--- config.mk ---
export PLATFORM = sky130hd
export DESIGN_NAME = arm_multicycle_ctrl
export DESIGN_NICKNAME = d
export VERILOG_FILES = /design/src/rtl/arm_multicycle_ctrl.sv
export SDC_FILE = /design/constraint.sdc
export NUM_CORES = 1
export LEC_CHECK = 0
export CAP_MARGIN = 5
export CORE_UTILIZATION = 38
export CTS_CLUSTER_DIAMETER = 40
export DETAILED_ROUTE_END_ITERATION = 12
export GPL_ROUTABILITY_DRIVEN = 0
export PLACE_DENSITY = 0.84
export SETUP_SLACK_MARGIN = 0.2
export SYNTH_ARGS = -nofsm -noshare
export SYNTH_HDL_FRONTEND = slang
export SYNTH_SLANG_ARGS = --single-unit
--- constraint.sdc ---
create_clock -name clk -period 4.55 [get_ports clk]
set_input_delay 0.91 -clock clk [delete_from_list [all_inputs] [get_ports clk]]
set_output_delay 0.91 -clock clk [all_outputs]
set_load 0.005 [all_outputs]
--- src/rtl/arm_multicycle_ctrl.sv ---
// Multicycle ARM control unit: instruction sequencing FSM, NZCV flags, condition check, datapath selects.
// Optional memory wait/timeout handling is enabled by defining ARM_MC_WAIT_EN.
module arm_multicycle_ctrl #(
  parameter int TIMEOUT = 16
) (
  input  logic        clk,
  input  logic        reset,
  input  logic [31:0] Instr,
  input  logic [3:0]  ALUFlags,
`ifdef ARM_MC_WAIT_EN
  input  logic        MemReady,
`endif
  output logic        PCWrite,
  output logic        MemWrite,
  output logic        RegWrite,
  output logic        IRWrite,
  output logic        AdrSrc,
  output logic [1:0]  ResultSrc,
  output logic        ALUSrcA,
  output logic [1:0]  ALUSrcB,
  output logic [1:0]  ALUControl,
  output logic [1:0]  ImmSrc,
  output logic [1:0]  RegSrc,
  output logic        Fault,
  output logic [3:0]  State
);

  // state    | meaning
  // FETCH    | read instruction at PC, PC += 4
  // DECODE   | read registers, latch condition result
  // MEMADR   | compute load/store address
  // MEMRD    | read data memory
  // MEMWB    | write loaded data to Rd
  // MEMWR    | write data memory
  // EXECUTER | ALU op with register operand
  // EXECUTEI | ALU op with immediate operand
  // ALUWB    | write ALU result to Rd
  // BRANCH   | load branch target into PC
  typedef enum logic [3:0] {
    S_FETCH    = 4'd0,
    S_DECODE   = 4'd1,
    S_MEMADR   = 4'd2,
    S_MEMRD    = 4'd3,
    S_MEMWB    = 4'd4,
    S_MEMWR    = 4'd5,
    S_EXECUTER = 4'd6,
    S_EXECUTEI = 4'd7,
    S_ALUWB    = 4'd8,
    S_BRANCH   = 4'd9
  } state_t;

  state_t      state, state_nxt, dec_state;
  logic [3:0]  flags;
  logic        cond_ex;
  logic [1:0]  op;
  logic [5:0]  funct;
  logic [3:0]  cond;
  logic        rd_pc;
  logic [1:0]  alu_ctl;
  logic        alu_known, alu_arith;
  logic        ready, timeout;

  assign op    = Instr[27:26];
  assign funct = Instr[25:20];
  assign cond  = Instr[31:28];
  assign rd_pc = (Instr[15:12] == 4'hF);

  function automatic logic cond_eval(input logic [3:0] c, input logic [3:0] f);
    logic n, z, cf, v;
    {n, z, cf, v} = f;
    case (c)
      4'b0000: cond_eval = z;
      4'b0001: cond_eval = ~z;
      4'b0010: cond_eval = cf;
      4'b0011: cond_eval = ~cf;
      4'b0100: cond_eval = n;
      4'b0101: cond_eval = ~n;
      4'b0110: cond_eval = v;
      4'b0111: cond_eval = ~v;
      4'b1000: cond_eval = cf & ~z;
      4'b1001: cond_eval = ~cf | z;
      4'b1010: cond_eval = (n == v);
      4'b1011: cond_eval = (n != v);
      4'b1100: cond_eval = ~z & (n == v);
      4'b1101: cond_eval = z | (n != v);
      4'b1110: cond_eval = 1'b1;
      default: cond_eval = 1'b0;
    endcase
  endfunction

  // Unrecognised ALU codes fall back to ADD but never touch the flags.
  always_comb begin
    alu_ctl   = 2'b00;
    alu_known = 1'b1;
    case (funct[4:1])
      4'b0100: alu_ctl = 2'b00;
      4'b0010: alu_ctl = 2'b01;
      4'b0000: alu_ctl = 2'b10;
      4'b1100: alu_ctl = 2'b11;
      default: alu_known = 1'b0;
    endcase
    alu_arith = (funct[4:1] == 4'b0100) || (funct[4:1] == 4'b0010);
  end

`ifdef ARM_MC_WAIT_EN
  localparam int CNT_W = (TIMEOUT > 1) ? $clog2(TIMEOUT) : 1;
  localparam logic [CNT_W-1:0] CNT_LOAD = (TIMEOUT > 0) ? CNT_W'(TIMEOUT - 1) : '0;

  logic [CNT_W-1:0] wait_cnt;
  logic             waiting;

  assign waiting = reset && ((state == S_FETCH) || (state == S_MEMRD) || (state == S_MEMWR));
  assign ready   = MemReady;
  assign timeout = waiting && !MemReady && (TIMEOUT != 0) && (wait_cnt == '0);

  // Down-counter reloads whenever the FSM moves on, so every access gets a full budget.
  always_ff @(posedge clk) begin
    if (!reset)
      wait_cnt <= CNT_LOAD;
    else if (waiting && !MemReady && !timeout)
      wait_cnt <= wait_cnt - 1'b1;
    else
      wait_cnt <= CNT_LOAD;
  end
`else
  logic unused_cfg;
  assign unused_cfg = ^{Instr[19:16], Instr[11:0], (TIMEOUT != 0)};
  assign ready      = 1'b1;
  assign timeout    = 1'b0;
`endif

  always_comb begin
    state_nxt = S_FETCH;
    case (state)
      S_FETCH:    state_nxt = ready ? S_DECODE : S_FETCH;
      S_DECODE: begin
        case (op)
          2'b01:   state_nxt = S_MEMADR;
          2'b00:   state_nxt = funct[5] ? S_EXECUTEI : S_EXECUTER;
          2'b10:   state_nxt = S_BRANCH;
          default: state_nxt = S_FETCH;
        endcase
      end
      S_MEMADR:   state_nxt = funct[0] ? S_MEMRD : S_MEMWR;
      S_MEMRD:    state_nxt = ready ? S_MEMWB : S_MEMRD;
      S_MEMWB:    state_nxt = S_FETCH;
      S_MEMWR:    state_nxt = ready ? S_FETCH : S_MEMWR;
      S_EXECUTER: state_nxt = S_ALUWB;
      S_EXECUTEI: state_nxt = S_ALUWB;
      S_ALUWB:    state_nxt = S_FETCH;
      S_BRANCH:   state_nxt = S_FETCH;
      default:    state_nxt = S_FETCH;
    endcase
    if (timeout)
      state_nxt = S_FETCH;
  end

  always_ff @(posedge clk) begin
    if (!reset) begin
      state   <= S_FETCH;
      flags   <= 4'b0000;
      cond_ex <= 1'b0;
    end else begin
      state <= state_nxt;
      if (state == S_DECODE)
        cond_ex <= cond_eval(cond, flags);
      // Logical ops leave C and V untouched.
      if (((state == S_EXECUTER) || (state == S_EXECUTEI)) && cond_ex && funct[0] && alu_known) begin
        flags[3:2] <= ALUFlags[3:2];
        if (alu_arith)
          flags[1:0] <= ALUFlags[1:0];
      end
    end
  end

  // While reset is held the outputs decode as FETCH with every write enable suppressed.
  assign dec_state = reset ? state : S_FETCH;
  assign State     = dec_state;
  assign Fault     = timeout;
  assign ImmSrc    = op;
  assign RegSrc    = {(op == 2'b01), (op == 2'b10)};

  always_comb begin
    PCWrite    = 1'b0;
    MemWrite   = 1'b0;
    RegWrite   = 1'b0;
    IRWrite    = 1'b0;
    AdrSrc     = 1'b0;
    ResultSrc  = 2'b00;
    ALUSrcA    = 1'b0;
    ALUSrcB    = 2'b00;
    ALUControl = 2'b00;
    case (dec_state)
      S_FETCH: begin
        IRWrite   = ready;
        PCWrite   = ready;
        ALUSrcA   = 1'b1;
        ALUSrcB   = 2'b10;
        ResultSrc = 2'b10;
      end
      S_DECODE: begin
        ALUSrcA   = 1'b1;
        ALUSrcB   = 2'b10;
        ResultSrc = 2'b10;
      end
      S_MEMADR:   ALUSrcB = 2'b01;
      S_MEMRD:    AdrSrc  = 1'b1;
      S_MEMWB: begin
        ResultSrc = 2'b01;
        RegWrite  = cond_ex;
        PCWrite   = cond_ex & rd_pc;
      end
      S_MEMWR: begin
        AdrSrc   = 1'b1;
        MemWrite = cond_ex & ~timeout;
      end
      S_EXECUTER: ALUControl = alu_ctl;
      S_EXECUTEI: begin
        ALUSrcB    = 2'b01;
        ALUControl = alu_ctl;
      end
      S_ALUWB: begin
        RegWrite = cond_ex;
        PCWrite  = cond_ex & rd_pc;
      end
      S_BRANCH: begin
        ALUSrcB   = 2'b01;
        ResultSrc = 2'b10;
        PCWrite   = cond_ex;
      end
      default: ;
    endcase
    if (!reset) begin
      PCWrite  = 1'b0;
      MemWrite = 1'b0;
      RegWrite = 1'b0;
      IRWrite  = 1'b0;
    end
  end

endmodule

==> metrics.yaml <==
floorplanning:
  die_area_um2: 2550
  die_h_um: 50.5
  rows: 17
  start_util_pct: 40.3
  io_pins: 59
  coreArea_um2: 2210
  die-width_um: 50.5
synthesis:
  yosysTopAreaCellShare_pct: 20.2
  yosysWarnings: 0
  synth_xor_area_share_pct: 5.89
  synth_top_family_by_area: "simple AND/OR/NAND/NOR gates"
  avgSynthCellArea_um2: 7.43
  yosysSeqAreaShare_pct: 20.2
  post_synth_fa_ha_maj_area_fraction_pct: 0
  ys_types: 43
  synthArstFlopShare_pct: 0
  synth_edf_count: 0
  synthSimpleGateAreaFrac_pct: 35.6
  synth_top_area_cell: "dfxtp_1"
  yosysMostFrequentCell: "nand2_1"
  synth_nets: 158
  ys.flop_type: "dfxtp_1"
  synth_compound_area_share_pct: 20.6
  synth-seq-cells: 9
  synth.area.top_cells: "dfxtp_1 (20%), mux2i_1 (5.6%), nand2_1 (5.0%)"
  syn_area_um2: 892
  synthMuxAreaShare_pct: 6.87
  netlist_top_cells_count: "nand2_1 (12), dfxtp_1 (9), a21oi_1 (7), nor2b_1 (7), nor2_1 (6)"
  syn_inst: 120
place:
  dp_hpwl_um: 1710
  numPortBuffers: 41
timing:
  worst_slew_pin_slew_ps: 584
  max_freq_ghz: 0.265
  rsz0062_at_grt: "false"
  setup-tns-final_ps: 0
  setup_violations: 0
  finClkSkew_ps: 0.359
  period_share_pct: 82.9
  slew_headroom_pct: 61.0
  slew_viol_final: 0
  fin_crit_ps: 3770
  hold_viol_final: 0
drt:
  drc: 0
  vias_per_cell: 5.39
  dr.pass1.iters: 4
  wl_per_cell_um: 12.7
  wirelength_um: 2300
  ant_nets: 0
  drt_iter0_drc: 20
  num_vias: 976
clock_tree:
  root_buffer: "clkbuf_4"
  post_cts_buffers: 0
  cts_hold_buf: 0
  clock_latency_ps: 260
  cts_buffers: 3
  path_clk_slew_ps: 60
  clock-sinks: 9
  cts_resized: 0
  ctsLongestPathBuffers: 2
  cts_tree: "yes"
  cts_max_level: 1
power_and_ir_drop:
  combPwrFrac_pct: 34.1
  swShare_pct: 29.4
  ir_drop_mv: 0.140
  p_int_uw: 163
  power.total_uw: 230
  p_clk_share_pct: 26.6
  power_density_nw_per_um2: 179
  p_seq_share_pct: 39.3
  p_sw_uw: 67.6
  p_leak_nw: 0.462
critical_path:
  r2r_cells: 5
  cp.required_ps: 3640
  path_class: "input port to output pin"
  cp-end-kind: "output pin"
  r2r_slack_ps: 2640
  cp_max_fo: 17
  start_kind: "input port"
  worstReg2RegEnd: "flags[1]"
  cp.arrival_ps: 2860
  r2r_start: "state[1]"
flow_run:
  cap_viol_max_count: 0
layout:
  insertedDiodeCount: 0
  drive_gt1_share_pct: 5.88
  area_growth_pct: 44.2
  fin_nets: 192
  seq_area_um2: 180
  multi_input_area_um2: 619
  fill_cells: 216
global_route:
  grt_usage_pct: 19.0
  grt_pass1_vias: 867
  grt_pass1_wl_um: 3780
  grt_remaining_overflow: 0
  antenna_found_initial: 0
  grt_max_degree: 19
worst_hold_path:
  min_to: "flags[2]"
  hp-class: "flop to flop"
  whs_path_depth: 2
  hp-start: "flags[2]"
outcome:
  status: "finished, final reports clean"
-- critical path, stage by stage --
cell and delay [ps]:
clkdlybuf4s50_1 760, nand2_1 180, a2111oi_0 430, clkdlybuf4s50_1 580
-- flip-flops by register name, indices dropped and copies added, names as in the netlist --
signal and count:
flags 4, cond_ex 1, state 4
-- cell families (layout without fill, tap and decap cells) --
group	after synthesis	in the layout
flops	9	9
other cells	1	1
mux	6	6
compound gates	26	26
buf+inv	16	49
simple gates	56	56
xor+xnor	6	6
-- power by group through the flow --
stage	logic (mW)	clock network [mW]	registers [mW]
final	0.0785	0.0611	0.0905
after global routing	0.0870	0.0686	0.0912
after CTS	0.0789	0.0642	0.0903
after detailed placement	0.0780	0	0.0919
after global placement	0.0760	0	0.0919
after floorplan	0.0467	0	0.0850
-- area by class of cell --
class / instances / area share [%]
Clock buffer: 4 / 2.04
Inverter: 4 / 1.17
Multi-Input combinational cell: 95 / 48.2
Sequential cell: 9 / 14.0
Timing Repair Buffer: 41 / 31.9
Tap cell: 28 / 2.72
-- per-stage QoR --
stage | cells | worst slack [ps] | hold WS [ps] | utilization, % | area [µm²]
after detailed placement | 177 | 822 | 590 | 57.0 | 1260
after CTS | 181 | 797 | 596 | 58.1 | 1290
after global routing | 181 | 647 | 635 | 58.1 | 1290
after floorplan | 120 | 1950 | 520 | - | 892
final | 181 | 777 | 591 | 58.1 | 1290
after global placement | 177 | 769 | 555 | 57.0 | 1260
-- per-layer routing --
| layer | part of all wire, % | vias up | global-route usage (%) |
|---|---|---|---|
| li1 | - | 500 | - |
| met1 | 46 | 439 | 23.1 |
| met2 | 48 | 37 | 34.2 |
| met3 | 6.1 | 0 | 5.15 |
| met4 | 0 | 0 | 1.85 |
| met5 | 0 | - | 0 |
-- layout by cell type (no fill, tap or decap), types with 2 or more instances in the layout --
| cell type | synthesis | final |
|---|---|---|
| inv_1 | 4 | 4 |
| o31ai_1 | 3 | 3 |
| xor2_1 | 4 | 4 |
| clkbuf_4 | 0 | 3 |
| nand2b_1 | 4 | 4 |
| nor2b_1 | 7 | 7 |
| and2_1 | 3 | 3 |
| o21ai_0 | 3 | 3 |
| nor3_1 | 5 | 5 |
| nand2_1 | 12 | 12 |
| clkdlybuf4s50_1 | 0 | 41 |
| nor3b_1 | 3 | 3 |
| nor4_1 | 3 | 3 |
| nand3_1 | 3 | 3 |
| and3_1 | 2 | 2 |
| dfxtp_1 | 9 | 9 |
| a22oi_1 | 2 | 2 |
| nor2_1 | 6 | 6 |
| mux2i_1 | 5 | 5 |
| a21oi_1 | 7 | 7 |
| a221o_1 | 2 | 2 |
| xnor2_1 | 2 | 2 |
| a41oi_1 | 2 | 2 |
-- how the worst max path moves through the flow --
stage | start | endpoint | slack, ps
final | reset | RegWrite | 780
after global routing | reset | RegWrite | 650
after CTS | reset | RegWrite | 800
after detailed placement | reset | RegWrite | 820
after global placement | reset | RegWrite | 770
after floorplan | Instr[24] | ALUControl[0] | 1950
No activity file was read; power rests on OpenSTA's default activity.
